===== config.mk =====
export PLATFORM = sky130hd
export DESIGN_NAME = forward_scoreboard
export DESIGN_NICKNAME = d
export VERILOG_FILES = /design/src/rtl/forward_scoreboard.sv
export SDC_FILE = /design/constraint.sdc
export NUM_CORES = 1
export LEC_CHECK = 0
export ABC_CLOCK_PERIOD_IN_PS = 2900
export CORE_AREA = 2 2 199 201
export CTS_BUF_LIST = sky130_fd_sc_hd__clkbuf_4 sky130_fd_sc_hd__clkbuf_8
export CTS_CLUSTER_DIAMETER = 50
export DETAILED_ROUTE_END_ITERATION = 16
export DIE_AREA = 0 0 201 203
export PLACE_DENSITY = 0.57
export SYNTH_ARGS = -nofsm -noshare
export SYNTH_HDL_FRONTEND = slang
export SYNTH_SLANG_ARGS = --single-unit
export TNS_END_PERCENT = 10

===== constraint.sdc =====
create_clock -name clk -period 2.9 [get_ports clk]
set_clock_uncertainty 0.1 [all_clocks]
set_input_delay 0.58 -clock clk [delete_from_list [all_inputs] [get_ports clk]]
set_output_delay 0.58 -clock clk [all_outputs]
set_load 0.005 [all_outputs]

===== src/rtl/forward_scoreboard.sv =====
// Operand-forwarding and load-use hazard unit: tracks in-flight destination registers
// and muxes the youngest matching stage result onto each decode read port.
module forward_scoreboard #(
  parameter int DATA_W   = 64,
  parameter int REG_AW   = 5,
  parameter int NUM_RD   = 2,
  parameter int DEPTH    = 3,
  parameter int ZERO_REG = 31,
  parameter int LOAD_LAT = 1
) (
  input  logic                       clk,
  input  logic                       reset,
  input  logic                       iss_valid,
  input  logic                       iss_wr_en,
  input  logic [REG_AW-1:0]          iss_rd,
  input  logic                       iss_is_load,
  input  logic                       flush,
  input  logic [NUM_RD*REG_AW-1:0]   rs_addr,
  input  logic [NUM_RD-1:0]          rs_use,
  input  logic [NUM_RD*DATA_W-1:0]   rf_data,
  input  logic [DEPTH*DATA_W-1:0]    stg_value,
  output logic [NUM_RD*DATA_W-1:0]   op_data,
  output logic [NUM_RD-1:0]          fwd_hit,
  output logic                       stall,
  output logic [31:0]                stall_cnt
);

  localparam logic [REG_AW-1:0] ZR = REG_AW'(ZERO_REG);

  logic [DEPTH-1:0]  vld_q;
  logic [DEPTH-1:0]  ld_q;
  logic [REG_AW-1:0] rd_q [DEPTH];
  logic [31:0]       stall_cnt_q;
  logic [NUM_RD-1:0] blocked;
  logic              take;

  function automatic logic [31:0] sat_inc(input logic [31:0] c);
    return (&c) ? c : c + 32'd1;
  endfunction

  // Operand resolution: scan oldest to youngest so the youngest writer lands last
  always_comb begin
    logic [REG_AW-1:0] addr;
    logic              hit;
    logic              blk;
    logic [DATA_W-1:0] val;
    op_data = '0;
    fwd_hit = '0;
    blocked = '0;
    addr    = '0;
    hit     = 1'b0;
    blk     = 1'b0;
    val     = '0;
    for (int p = 0; p < NUM_RD; p++) begin
      addr = rs_addr[p*REG_AW +: REG_AW];
      hit  = 1'b0;
      blk  = 1'b0;
      val  = rf_data[p*DATA_W +: DATA_W];
      for (int i = DEPTH-1; i >= 0; i--) begin
        if (rs_use[p] && vld_q[i] && (rd_q[i] == addr) && (addr != ZR)) begin
          if (ld_q[i] && (i < LOAD_LAT)) begin
            blk = 1'b1;
            hit = 1'b0;
            val = rf_data[p*DATA_W +: DATA_W];
          end else begin
            blk = 1'b0;
            hit = 1'b1;
            val = stg_value[i*DATA_W +: DATA_W];
          end
        end
      end
      if (addr == ZR) val = '0;
      op_data[p*DATA_W +: DATA_W] = val;
      fwd_hit[p] = hit;
      blocked[p] = blk;
    end
  end

  assign stall     = iss_valid & ~flush & (|blocked);
  assign take      = iss_valid & iss_wr_en & ~flush & ~stall;
  assign stall_cnt = stall_cnt_q;

  // Stage tracking: control bits reset, register tags do not
  always_ff @(posedge clk or posedge reset) begin
    if (reset) begin
      vld_q       <= '0;
      stall_cnt_q <= '0;
    end else begin
      vld_q <= {vld_q[DEPTH-2:0], take};
      if (stall) stall_cnt_q <= sat_inc(stall_cnt_q);
    end
  end

  always_ff @(posedge clk) begin
    rd_q[0] <= iss_rd;
    ld_q[0] <= iss_is_load;
    for (int i = 1; i < DEPTH; i++) begin
      rd_q[i] <= rd_q[i-1];
      ld_q[i] <= ld_q[i-1];
    end
  end

endmodule


=== Yosys cells after proc, flatten, opt, wreduce, memory -nomap -nowiden ===
Memory sizes are Yosys's and may differ from the RTL's.
Cells that the tools add are included.

* Flip-flop bits (word level): 36
* Latch bits: 0
* RAM bits: 15
* Memory bits (read-only): 0
* Bits of input ports: 343
* Output and inout port bits: 163
* Logic and storage cells: 64
* Memories kept: 1

* $add $sub $neg: 1
* Multiply operators: 0
* Div/mod/pow operators: 0
* $lt $le $gt $ge: 0
* Eq/ne operators: 10
* Shifts and indexed selects: 0
* Muxes and demuxes: 20
* Bitwise operators: 8
* Reductions and logical operators: 21

{| class="wikitable"
|+ Memory list
! memory !! depth !! bits a word !! read ports !! clocked after Yosys merged registers in !! wr ports !! line !! text
|-
| rd_q || 3 || 5 || 3 || 0 || 3 || 32 || <nowiki>logic [REG_AW-1:0] rd_q [DEPTH];</nowiki>
|}

{| class="wikitable"
|+ Operators by type and width
! operator !! count
|-
| 2-to-1 mux 64 bit || 10
|-
| adder 32 x 1 -> 32 bit, second input constant || 1
|-
| AND reduction 32 bit || 1
|-
| == test 5 bit || 6
|-
| logical AND 1 bit || 18
|-
| == test 5 bit, second input constant || 2
|-
| 2-to-1 mux 1 bit || 10
|-
| != test 5 bit, second input constant || 2
|-
| AND 1 bit || 5
|-
| NOT 1 bit || 3
|-
| AND reduction 2 bit || 1
|-
| OR reduction 2 bit || 1
|}

=== Depth between registers and ports, before layout ===
* Word-level depth: 8
* Mapped depth: 9
* Mapped depth without buffers: 7

=== Worst setup path before layout ===
OpenSTA, ideal clock, no wires.

* Path type: in2out
* Start point: input rs_addr[4]
* End point: output op_data[10]
* Data arrival time: 2.079 ns
* Data required time: 2.220 ns
* Setup slack: 0.141 ns
* Cell stages on the path: 8
* Path buffers: 2
* Cells stage by stage: clkbuf_1 xor2_1 nor4_1 nand3_1 nor2_4 buf_6 mux2i_1 o221ai_1

* Cells in the longest elaborated chain, start to end: 7
* Elaborated cells between the ends (all ways): 15
* Those cells by class: eq/ne: 5; mux: 4; reduce/logical: 6

{| class="wikitable"
|+ RTL lines
! item !! line !! text
|-
| start, declared || 18 || <nowiki>input logic [NUM_RD*REG_AW-1:0] rs_addr,</nowiki>
|-
| == test 5 bit || 60 || <nowiki>if (rs_use[p] && vld_q[i] && (rd_q[i] == addr) && (addr != ZR)) begin</nowiki>
|-
| logical AND 1 bit (2 in series) || 60 ||
|-
| 2-to-1 mux 64 bit (3 in series) || 60 ||
|-
| 2-to-1 mux 64 bit (*) || 72 || <nowiki>if (addr == ZR) val = '0;</nowiki>
|-
| end, declared || 22 || <nowiki>output logic [NUM_RD*DATA_W-1:0] op_data,</nowiki>
|}

Every way passes the cells marked *; elsewhere a longest branch is shown, timed or not.

=== Worst setup path in the final report ===
* Start point: input rs_addr[3]
* End point: output op_data[25]

The elaborated chain is that of the path after synthesis.

==> results <==
## Yosys cell counts (all sizes together), types with 11 or more instances
| cell type | instances | area [um^2] |
|---|---|---|
| mux2i | 128 | 1281 |
| dfxtp | 16 | 320.3 |
| nand4 | 18 | 112.6 |
| o221ai | 128 | 1121 |
| nor2b | 64 | 400.4 |
| clkbuf | 35 | 131.4 |
| xor2 | 19 | 166.4 |
| dfrtp | 35 | 875.8 |
| nand2 | 144 | 540.5 |
| a21oi | 129 | 645.6 |
| and3 | 11 | 68.82 |
| nand3 | 20 | 105.1 |
| buf | 47 | 295.3 |
| xnor2 | 42 | 367.9 |
## flip-flops by register name, indices dropped and copies added, names as in the netlist
| signal | cells |
|---|---|
| vld_q | 3 |
| stall_cnt | 32 |
| ld_q | 1 |
| rd_q | 15 |
## per-stage QoR
step / worst slack, ps / hold WS [ps] / instance area [um^2] / instances / power (mW)
after global routing: -382.7 / 309.1 / 14590 / 2038 / 2.573
final: -261.8 / 296.9 / 14590 / 2038 / 2.444
after global placement: -1150 / 288.0 / 13280 / 1938 / 2.033
after CTS: -268.1 / 299.3 / 14420 / 2026 / 2.438
after floorplan: 140.9 / 266.6 / 6756 / 880 / 1.121
after detailed placement: -1099 / 286.4 / 13280 / 1938 / 2.035
## cell usage in the layout (no fill, tap or decap), types with 3 or more instances in the layout
| master | count |
|---|---|
| mux2i_4 | 7 |
| and4_1 | 7 |
| dfrtp_1 | 35 |
| clkdlybuf4s15_1 | 5 |
| and3_1 | 8 |
| dfxtp_1 | 13 |
| clkdlybuf4s15_2 | 3 |
| buf_4 | 98 |
| xor2_1 | 18 |
| xnor2_1 | 36 |
| nor2b_1 | 64 |
| and3_4 | 3 |
| nand3_1 | 18 |
| o221ai_2 | 32 |
| diode_2 | 8 |
| buf_8 | 10 |
| mux2i_2 | 12 |
| nor2_1 | 7 |
| buf_2 | 117 |
| inv_1 | 3 |
| buf_16 | 12 |
| nand4_1 | 18 |
| nand2_2 | 3 |
| a21oi_1 | 128 |
| o221ai_1 | 95 |
| mux2i_1 | 109 |
| clkdlybuf4s50_1 | 362 |
| buf_6 | 42 |
| nand2_1 | 141 |
| xnor2_2 | 6 |
| buf_12 | 43 |
| clkbuf_2 | 10 |
| clkbuf_8 | 6 |
## worst paths after layout
path | startpoint | end | slack [ps] | cells after the start
max | rs_addr[3] | op_data[25] | -260 | 12
min | rd_q[0][5]$_DFF_P_ | rd_q[0][10]$_DFF_P_ | 300 | 0
max reg2reg | rd_q[0][3]$_DFF_P_ | stall_cnt[1]$_DFFE_PP0P_ | 350 | 9
min reg2reg | rd_q[0][5]$_DFF_P_ | rd_q[0][10]$_DFF_P_ | 300 | 0
max in group asynchronous | reset | stall_cnt[15]$_DFFE_PP0P_ | 1790 | 3
min in group asynchronous | reset | stall_cnt[31]$_DFFE_PP0P_ | 580 | 3
## per-layer routing
metal	part of all wire, %	up-vias	GRT usage, %
met2	50	471	37.72
li1	-	4633	-
met1	40	4749	25.39
met5	0.059	-	0
met4	2.9	4	7.513
met3	6.9	74	4.189
## power breakdown
group          total [mW]  leakage (nW)  internal, mW  switching [mW]
clock               0.436        0.0519         0.205           0.230
sequential          0.737         0.623         0.721          0.0159
combinational        1.27          4.64         0.760           0.511
## worst max-delay path, cell delays in order
cell      delay (ps)
buf_8            110
xor2_1           150
nor4_1           290
nand3_1          200
nor2_4           140
buf_12           140
buf_12           130
buf_12           130
buf_12           120
mux2i_2          190
o221ai_1         140
buf_2            150
## timing repair
| action | 4_1_cts | 5_1_grt |
|---|---|---|
| endpoints found under the setup margin | 132 | 130 |
| setup buffers | 67 | 5 |
| gates resized for setup | 667 | 51 |
| pin swaps | 123 | 33 |
| gates cloned | 15 | 0 |
## cell families after synthesis
family          Yosys count
flops                    51
buf+inv                  85
simple gates            287
xor+xnor                 61
compound gates          266
mux                     129
fa+ha+maj                 1
## area by class of cell
type	instances	area share, %
antenna	8	0.1372
clock buffer	7	0.6175
timing repair buffer	706	47.81
clock inverter	1	0.06003
multi-input combinational	744	38.61
sequential	51	8.242
tap	518	4.443
inverter	3	0.07719
==> results.sh <==
export IMPL_htreeDepth=2
export IMPL_num_vias=9931
export IMPL_io_buffers=505
export IMPL_path_class="in -> out"
export IMPL_crit_required_ps=2220
export IMPL_overflow=0
export IMPL_worst_setup_path_start_kind="primary input"
export IMPL_antenna_found_initial=11
export IMPL_holdBufCountCts=0
export IMPL_yosys_area_share_adder_pct=0.1852
export IMPL_cts_tree="yes"
export IMPL_rsz0062_at_grt="yes"
export IMPL_avgSynthCellArea_um2=7.678
export IMPL_clk_pin_slew_worst_paths_ps=90
export IMPL_die_w_um=201
export IMPL_finalCritPeriodShare_pct=109.0
export IMPL_synth_main_ff_cell="dfrtp_1"
export IMPL_violations="setup timing"
export IMPL_gp_congestion=0.9619
export IMPL_post_route_util_pct=37.93
export IMPL_area_growth_pct=115.9
export IMPL_synth_nets=1224
export IMPL_numCtsBuffers=5
export IMPL_tns_ps=-13220
export IMPL_yosysWarnings=0
export IMPL_synth_cell_types=40
export IMPL_gr_usage_all_layers_pct=21.23
export IMPL_ys_seq_elements=51
export IMPL_drive_above_1_share_pct=28.57
export IMPL_synth_async_reset_ratio_pct=68.63
export IMPL_fin_crit_ps=3162
export IMPL_io_pins=506
export IMPL_synth_area_mux_share_pct=19.13
export IMPL_worst_pin_slew_ps=465.6
export IMPL_firstDrtPassIters=4
export IMPL_synth_xor_area_share_pct=7.907
export IMPL_nets=1855
export IMPL_drc=0
export IMPL_critPathArrivalTime_ps=2480
export IMPL_p_per_area_mw_per_mm2=167.5
export IMPL_synth_compound_area_share_pct=27.24
export IMPL_drt_initial_drc_count=489
export IMPL_setup_slack_ps=-261.8
export IMPL_rows=72
export IMPL_synthSimpleGateAreaFrac_pct=21.35
export IMPL_grt_pass1_wl_um=66130
export IMPL_die_y_um=203
export IMPL_fmax_ghz=0.3163
export IMPL_slew_viol_final=0
export IMPL_postRouteWirelength_um=45790
export IMPL_clk_latency_ps=300
export IMPL_max_cap_violations=0
export IMPL_wl_per_cell_um=22.47
export IMPL_max_slew_margin_pct=68.96
export IMPL_core_mm2=0.03847
export IMPL_power_leakage_nw=5.317
export IMPL_synth_top_family_by_area="compound AO/OA/AOI/OAI gates"
export IMPL_setup_viol=120
export IMPL_clkSinkCount=51
export IMPL_synth_cells=880
export IMPL_ant_nets=0
export IMPL_seq_area_frac_synth_pct=17.70
export IMPL_vias_per_cell=4.873
export IMPL_grt_start_max_net_pins=55
export IMPL_peakVddDrop_mv=0.2064
export IMPL_n_fill_cell=3993
export IMPL_hold_path_class="reg -> reg"
export IMPL_hold_viol=0
export IMPL_critPathCaptureType="output port"
export IMPL_netlist_area_mm2=0.006756
export IMPL_dpl_hpwl_um=33170
export IMPL_multi_input_area_mm2=0.005633
export IMPL_start_util_pct=17.56
export IMPL_status="complete, but fails checks"
export IMPL_first_global_vias=10310
export IMPL_synth_edf_count=0
export IMPL_die_area_mm2=0.04080
export IMPL_regArea_mm2=0.001202
export IMPL_path_max_fanout=7
export IMPL_clk_path_buf_depth=2
export IMPL_cts_root_buf="clkbuf_8"
Power figures use the tool's default switching activity.
